`src/rtl/fir_coef_seq_ctrl.sv`:
```
// Coefficient load / sample sweep sequencer for the four-bank FIR SRAM+MAC port.
// Drives the module selector's shared inputs; every output is a register.
module fir_coef_seq_ctrl #(
    parameter int unsigned TAPS_PER_BANK = 10
) (
    input  logic        iClk,
    input  logic        iRsn,
    input  logic        iCoeffUpdateFlag,
    input  logic        iValid,
    input  logic [15:0] iCoeff,
    output logic        oReady,
    input  logic        iEnSample,
    output logic [1:0]  oModuleSel,
    output logic        oCsnRam,
    output logic        oWrnRam,
    output logic [3:0]  oAddrRam,
    output logic [15:0] oWtDtRam,
    output logic        oEnMAC,
    output logic        oLoadDone,
    output logic        oBusy,
    output logic        oSweepDone,
    output logic        oSampleDrop
);

    typedef enum logic [1:0] {StIdle, StLoad, StLoadDone, StSweep} stateE;

    localparam logic [4:0] LastPhase = 5'(TAPS_PER_BANK);
    localparam logic [3:0] LastAddr  = 4'(TAPS_PER_BANK - 1);

    stateE      state;
    logic [1:0] bank;
    // Load: write address within bank. Sweep: phase 0..TAPS_PER_BANK (last one is the drain).
    logic [4:0] phase;
    logic [4:0] phaseInc;
    logic       transfer;

    always_comb begin
        phaseInc = phase + 5'd1;
        transfer = iValid & oReady;
    end

    always_ff @(posedge iClk or negedge iRsn) begin
        if (!iRsn) begin
            state       <= StIdle;
            bank        <= 2'd0;
            phase       <= 5'd0;
            oReady      <= 1'b0;
            oModuleSel  <= 2'd0;
            oCsnRam     <= 1'b1;
            oWrnRam     <= 1'b1;
            oAddrRam    <= 4'd0;
            oWtDtRam    <= 16'd0;
            oEnMAC      <= 1'b0;
            oLoadDone   <= 1'b0;
            oBusy       <= 1'b0;
            oSweepDone  <= 1'b0;
            oSampleDrop <= 1'b0;
        end else begin
            // Idle SRAM port and cleared pulses unless a state below overrides them.
            oModuleSel  <= 2'd0;
            oCsnRam     <= 1'b1;
            oWrnRam     <= 1'b1;
            oAddrRam    <= 4'd0;
            oWtDtRam    <= 16'd0;
            oEnMAC      <= 1'b0;
            oSweepDone  <= 1'b0;
            oSampleDrop <= 1'b0;

            unique case (state)
                StIdle: begin
                    bank  <= 2'd0;
                    phase <= 5'd0;
                    if (iCoeffUpdateFlag) begin
                        state  <= StLoad;
                        oReady <= 1'b1;
                    end else if (iEnSample) begin
                        state   <= StSweep;
                        oBusy   <= 1'b1;
                        oCsnRam <= 1'b0;
                    end
                end

                StLoad: begin
                    if (!iCoeffUpdateFlag) begin
                        // Abort: words already written stay in the SRAMs.
                        state  <= StIdle;
                        oReady <= 1'b0;
                        bank   <= 2'd0;
                        phase  <= 5'd0;
                    end else if (transfer) begin
                        oModuleSel <= bank;
                        oCsnRam    <= 1'b0;
                        oWrnRam    <= 1'b0;
                        oAddrRam   <= phase[3:0];
                        oWtDtRam   <= iCoeff;
                        if (phase[3:0] == LastAddr) begin
                            phase <= 5'd0;
                            if (bank == 2'd3) begin
                                state     <= StLoadDone;
                                bank      <= 2'd0;
                                oReady    <= 1'b0;
                                oLoadDone <= 1'b1;
                            end else begin
                                bank <= bank + 2'd1;
                            end
                        end else begin
                            phase <= phaseInc;
                        end
                    end
                end

                StLoadDone: begin
                    if (!iCoeffUpdateFlag) begin
                        state     <= StIdle;
                        oLoadDone <= 1'b0;
                    end
                end

                StSweep: begin
                    oSampleDrop <= iEnSample;
                    if (phase == LastPhase) begin
                        phase <= 5'd0;
                        if (bank == 2'd3) begin
                            state      <= StIdle;
                            bank       <= 2'd0;
                            oBusy      <= 1'b0;
                            oSweepDone <= 1'b1;
                        end else begin
                            bank       <= bank + 2'd1;
                            oModuleSel <= bank + 2'd1;
                            oCsnRam    <= 1'b0;
                        end
                    end else begin
                        // MAC lags the read by one cycle; the drain cycle only feeds the MAC.
                        phase      <= phaseInc;
                        oModuleSel <= bank;
                        oEnMAC     <= 1'b1;
                        if (phaseInc != LastPhase) begin
                            oCsnRam  <= 1'b0;
                            oAddrRam <= phaseInc[3:0];
                        end
                    end
                end

                default: state <= StIdle;
            endcase
        end
    end

endmodule

```
`config.mk`:
```
export PLATFORM = sky130hd
export DESIGN_NAME = fir_coef_seq_ctrl
export DESIGN_NICKNAME = d
export VERILOG_FILES = /design/src/rtl/fir_coef_seq_ctrl.sv
export SDC_FILE = /design/constraint.sdc
export NUM_CORES = 1
export LEC_CHECK = 0
export CORE_MARGIN = 1
export CORE_UTILIZATION = 45
export CTS_CLUSTER_DIAMETER = 150
export CTS_CLUSTER_SIZE = 40
export DETAILED_ROUTE_END_ITERATION = 8
export PLACE_DENSITY = 0.82
export SLEW_MARGIN = 5
export SYNTH_ARGS = -nofsm -noshare
export SYNTH_HDL_FRONTEND = slang
export SYNTH_SLANG_ARGS = --single-unit
export TNS_END_PERCENT = 10
```
`constraint.sdc`:
```
create_clock -name iClk -period 3.6 [get_ports iClk]
set_input_delay 0.72 -clock iClk [delete_from_list [all_inputs] [get_ports iClk]]
set_output_delay 0.72 -clock iClk [all_outputs]
set_load 0.005 [all_outputs]
```
### Yosys cells after proc, flatten, opt, wreduce, memory -nomap -nowiden

Cells that the tools add are included.

| cells by class | value |
|---|---|
| bitwise operators | 1 |
| add/sub/neg operators | 2 |
| reduce and logical (&&, ||, !) cells | 11 |
| mux-type cells | 62 |
| equal/unequal tests | 21 |

Operators with widths:

| kind | number |
|---|---|
| 16-bit two-way mux | 3 |
| 2-bit two-way mux | 16 |
| 1-bit two-way mux | 26 |
| 5-bit two-way mux | 4 |
| 2-bit inequality test, second input constant | 10 |
| 4-bit two-way mux | 4 |
| 5-bit one-hot mux with 3 select lines | 1 |
| 3-bit inequality test, second input constant | 4 |
| 5-bit AND reduction | 2 |
| 2-bit one-hot mux with 4 select lines | 1 |
| 4-bit one-hot mux with 2 select lines | 1 |
| 7-bit AND reduction | 1 |
| 2-bit equality test, second input constant | 3 |
| 1-bit one-hot mux with 2 select lines | 3 |
| 2-bit one-hot mux with 3 select lines | 1 |
| 6-bit AND reduction | 1 |
| 2-bit nonzero test | 3 |
| 5-bit by 1-bit adder with 5-bit output, second input constant | 1 |
| 5-bit by 4-bit equality test with 1-bit output, second input constant | 1 |
| 5-bit by 4-bit inequality test with 1-bit output, second input constant | 1 |
| 4-bit equality test, second input constant | 1 |
| 2-bit one-hot mux with 2 select lines | 1 |
| 1-bit one-hot mux with 3 select lines | 1 |
| 3-bit AND reduction | 1 |
| other kinds (6) | 6 |

| storage, ports and cells | value |
|---|---|
| output and inout bits | 30 |
| input port bits | 21 |
| logic and storage cells | 111 |
| bits in registers | 39 |

### Logic depth before layout (Yosys ltp)

| logic depth | value |
|---|---|
| depth in word-level cells | 6 |
| gate-level depth with buffers | 7 |
| depth with buffers taken out | 7 |

### Worst setup path before layout

Ideal clock, no wire load.

| timing | value |
|---|---|
| path kind | input port to flip-flop |
| from | in iCoeffUpdateFlag |
| to | reg phase[4] |
| arrival time | 1.579 ns |
| stages on the path | 5 |
| required time | 3.463 ns |
| setup slack | 1.884 ns |
| setup time | 0.137 ns |
| buffers on the path | 1 |
| cell sequence | buf_2 > nand3b_2 > o22ai_1 > nand2b_2 > o311ai_2 |

| between the ends | value |
|---|---|
| cells in the longest elaborated chain, start to end | 2 |
| elaborated cells between the ends (all ways) | 4 |
| those cells by class | eq/ne: 1; mux: 2; reduce/logical: 1 |

Ends and longest elaborated chain:

| item | line | text |
|---|---|---|
| start: declaration | 8 | `input logic iCoeffUpdateFlag,` |
| 5-bit two-way mux or 3-bit inequality test (tied branches) | - |  |
| 5-bit one-hot mux with 3 select lines or 2-bit AND reduction (tied branches) | - |  |
| end signal: assignment | 107 | `phase <= phaseInc;` |
| end signal: assignment | 135 | `phase <= phaseInc;` |
| end: declaration | 33 | `logic [4:0] phase;` |

Parallel ways exist; a longest one is shown, timed or not.
A chain may end at the register's enable or synchronous reset.

### Final worst setup path

| timing | value |
|---|---|
| from | in iCoeffUpdateFlag |
| to | reg phase[0] |

Same word-level chain as after synthesis.

==> reports/results.txt <==
Status -> finished, final reports clean
Placed Area -> 2220 sq um
Critical Path End Type -> register
Tcrit/Tclk final -> 59.1%
Total global-route track usage -> 21.2%
Fin. Hold Viols -> 0
First-pass GRT wire length -> 6.36 mm
Clock sinks -> 39
Min-Delay Endpoint -> oBusy
Setup tns final -> 0 ns
Crit path DAT -> 2.29 ns
Req. time, crit path -> 3.76 ns
Cell Rows -> 21
CTS Buffer Depth -> 2
Ys async rst share -> 100%
Top cells by area, synth -> dfrtp_1 55%, and2_1 6.3%, nand2_1 3.3%, dfstp_2 3.1%, ha_1 3.0%
IR Drop Worst-Case VDD -> 0.200 mV
Port Buffers -> 50
Synth cell types -> 42
Post-Route WL -> 3.80 mm
Worst-path clk slew -> 0.07 ns
CTS tree -> yes
R2r worst-path depth -> 5
Pwr dens -> 362 nW/um^2
Post-CTS Hold Buffers -> 0
DR iter-0 viols -> 77
Int Power -> 685 uW
Die Width -> 63.3 um
Comb pwr share -> 4.1%
CTS Buf Count -> 5
Post-synth EDFFs -> 0
Flops & latches, synth -> 39
Worst setup SP type -> input port
Cell taking the most area after synthesis -> dfrtp_1
Final hold slack -> 0.488 ns
Syn_area_per_cell -> 11.0 sq um
Share of layout cells above drive strength 1 -> 11.7%
Main flop type after synthesis -> dfrtp_1
DR vias -> 1357
Largest net degree at the start of global routing -> 40
F_max -> 470 MHz
Grt peak-use layer -> met2
Hold Crit Class -> reg -> reg
Area Growth Syn to Fin -> 38.7%
Syn nets -> 178
CP max FO -> 9
Die ar. -> 4000 sq um
Sw Share -> 19.3%
Initial Util -> 48.7%
Cell area after layout -> 2340 sq um
Netlist Area Pre-Place -> 1690 sq um
Commonest cells in the synthesized netlist -> 37 x dfrtp_1, 17 x and2_1, 15 x nand2_1
Synth Warn # -> 0
Top-area cell type share of the netlist area -> 54.8%
First-pass detailed-route iteration total -> 4
Clk root buf -> clkbuf_8
Static leakage -> 1.05 nW
Met3 Use GR -> 6.70%
Final Power -> 848 uW
Seq/Total Area, Yosys -> 57.9%
Switch Pwr -> 163 uW
Total congestion overflow -> 0
End of the worst register-to-register path -> oAddrRam[3]
CTS HTree Levels -> 2
Worst skew pair latency -> 0.29 ns
GR met1 Demand/Resource -> 25.5%
I/O pin cnt -> 51
Relative slew slack -> 39.5%
Worst slew pin tran -> 0.908 ns
Final Max Tran Viols -> 0
# diodes -> 0
Hold Path Origin -> oBusy
DR vias/cell -> 5.38
Kind of critical path -> in -> reg
DRC Markers -> 0
Placed cells -> 244
Antenna violations before repair -> 0
Post-CTS Resized -> 0
Nets -> 230
Cell with the most instances after synthesis -> dfrtp_1
Hold path cells -> 1
Max-cap violations -> 0
Crit Reg-Reg Startpoint -> phase[0]
Vias in the first global route -> 1297
DP HPWL -> 2.70 mm
# Post-CTS Setup Buffers -> 0
DRT antenna net count -> 0
Final setup viols -> 0
Non-Filler Instances -> 252
Core Region -> 3470 sq um
Cells after Synth -> 153
Minimum clock period -> 2.13 ns
R2R setup slack -> 1.81 ns
RSZ-0062 raised after global routing -> false
Reg power frac -> 51.8%
Routing usage on met2 -> 34.8%
Final GP Congestion -> 0.875
Skew final -> 0.00615 ns
Die H -> 63.3 um
Avg WL per Cell -> 15.1 um
Clock power frac -> 44.0%
-- layer usage --
layer  share of wire, %  vias to the layer above
met2                 48                       56
li1                   -                      631
met4                2.5                        0
met3                5.8                       10
met5                  0                        -
met1                 43                      660
-- sequential cells by signal, indices dropped and copies added, names as in the netlist, 2 cells and up --
name        cells
bank            2
oAddrRam        4
oModuleSel      2
oWtDtRam       16
phase           5
state           2
-- final cells by class --
cell class	instances	area [sq um]
fill	254	1130
sequential	39	978
multi-input combinational	97	644
timing repair buffer	51	503
clock buffer	6	82.6
tap	46	57.6
inverter	11	41.3
clock inverter	2	35.0
-- worst max-delay path, cell delays in order --
cell             delay, ns
clkdlybuf4s50_1       0.66
nand3b_2              0.18
o22ai_1               0.38
nand2b_2              0.26
o21ai_0               0.09
-- layout by cell type (no fill, tap or decap), types with 6 or more instances in the layout --
cell,count
inv_1,10
o21ai_0,8
clkdlybuf4s50_1,49
nand2_1,15
a21oi_1,6
clkbuf_8,6
o22ai_1,6
and2_1,17
dfrtp_1,37
-- through the flow --
step / util [%] / setup WS [ns]
5_1_grt: 67.5 / 1.32
3_3_place_gp: 64.1 / 1.31
3_5_place_dp: 64.1 / 1.20
2_1_floorplan: - / 1.88
4_1_cts: 67.5 / 1.49
6_report: 67.5 / 1.47
-- power groups by stage --
stage                     Combinational [mW]  Clock [mW]  Sequential [mW]
after global routing                  0.0388       0.395            0.439
after CTS                             0.0359       0.373            0.440
after floorplan                      0.00373           0            0.448
after global placement                0.0349           0            0.448
after detailed placement              0.0355           0            0.448
final                                 0.0352       0.373            0.440
-- worst max path at each step --
stage	start	end	slack, ns	depth (start not counted)
floorplan	iCoeffUpdateFlag	phase[4]	1.88	5
finish	iCoeffUpdateFlag	phase[0]	1.47	5
CTS	iCoeffUpdateFlag	phase[1]	1.49	5
global placement	iCoeffUpdateFlag	phase[4]	1.31	5
detailed placement	iCoeffUpdateFlag	phase[4]	1.20	5
global route	iCoeffUpdateFlag	phase[0]	1.32	5
-- cells by family (layout without fill, tap and decap cells) --
logic type | Yosys count | in the layout | share of synthesized area (%)
adder cells (fa/ha/maj) | 4 | 4 | 2.96
multiplexers | 1 | 1 | 0.667
AND/OR/NAND/NOR | 52 | 52 | 17.4
buffers and inverters | 17 | 70 | 3.93
AO/OA/AOI/OAI | 39 | 39 | 16.6
flip-flops | 39 | 39 | 57.9
XOR/XNOR | 1 | 1 | 0.519
(Power assumes the default switching activity.)
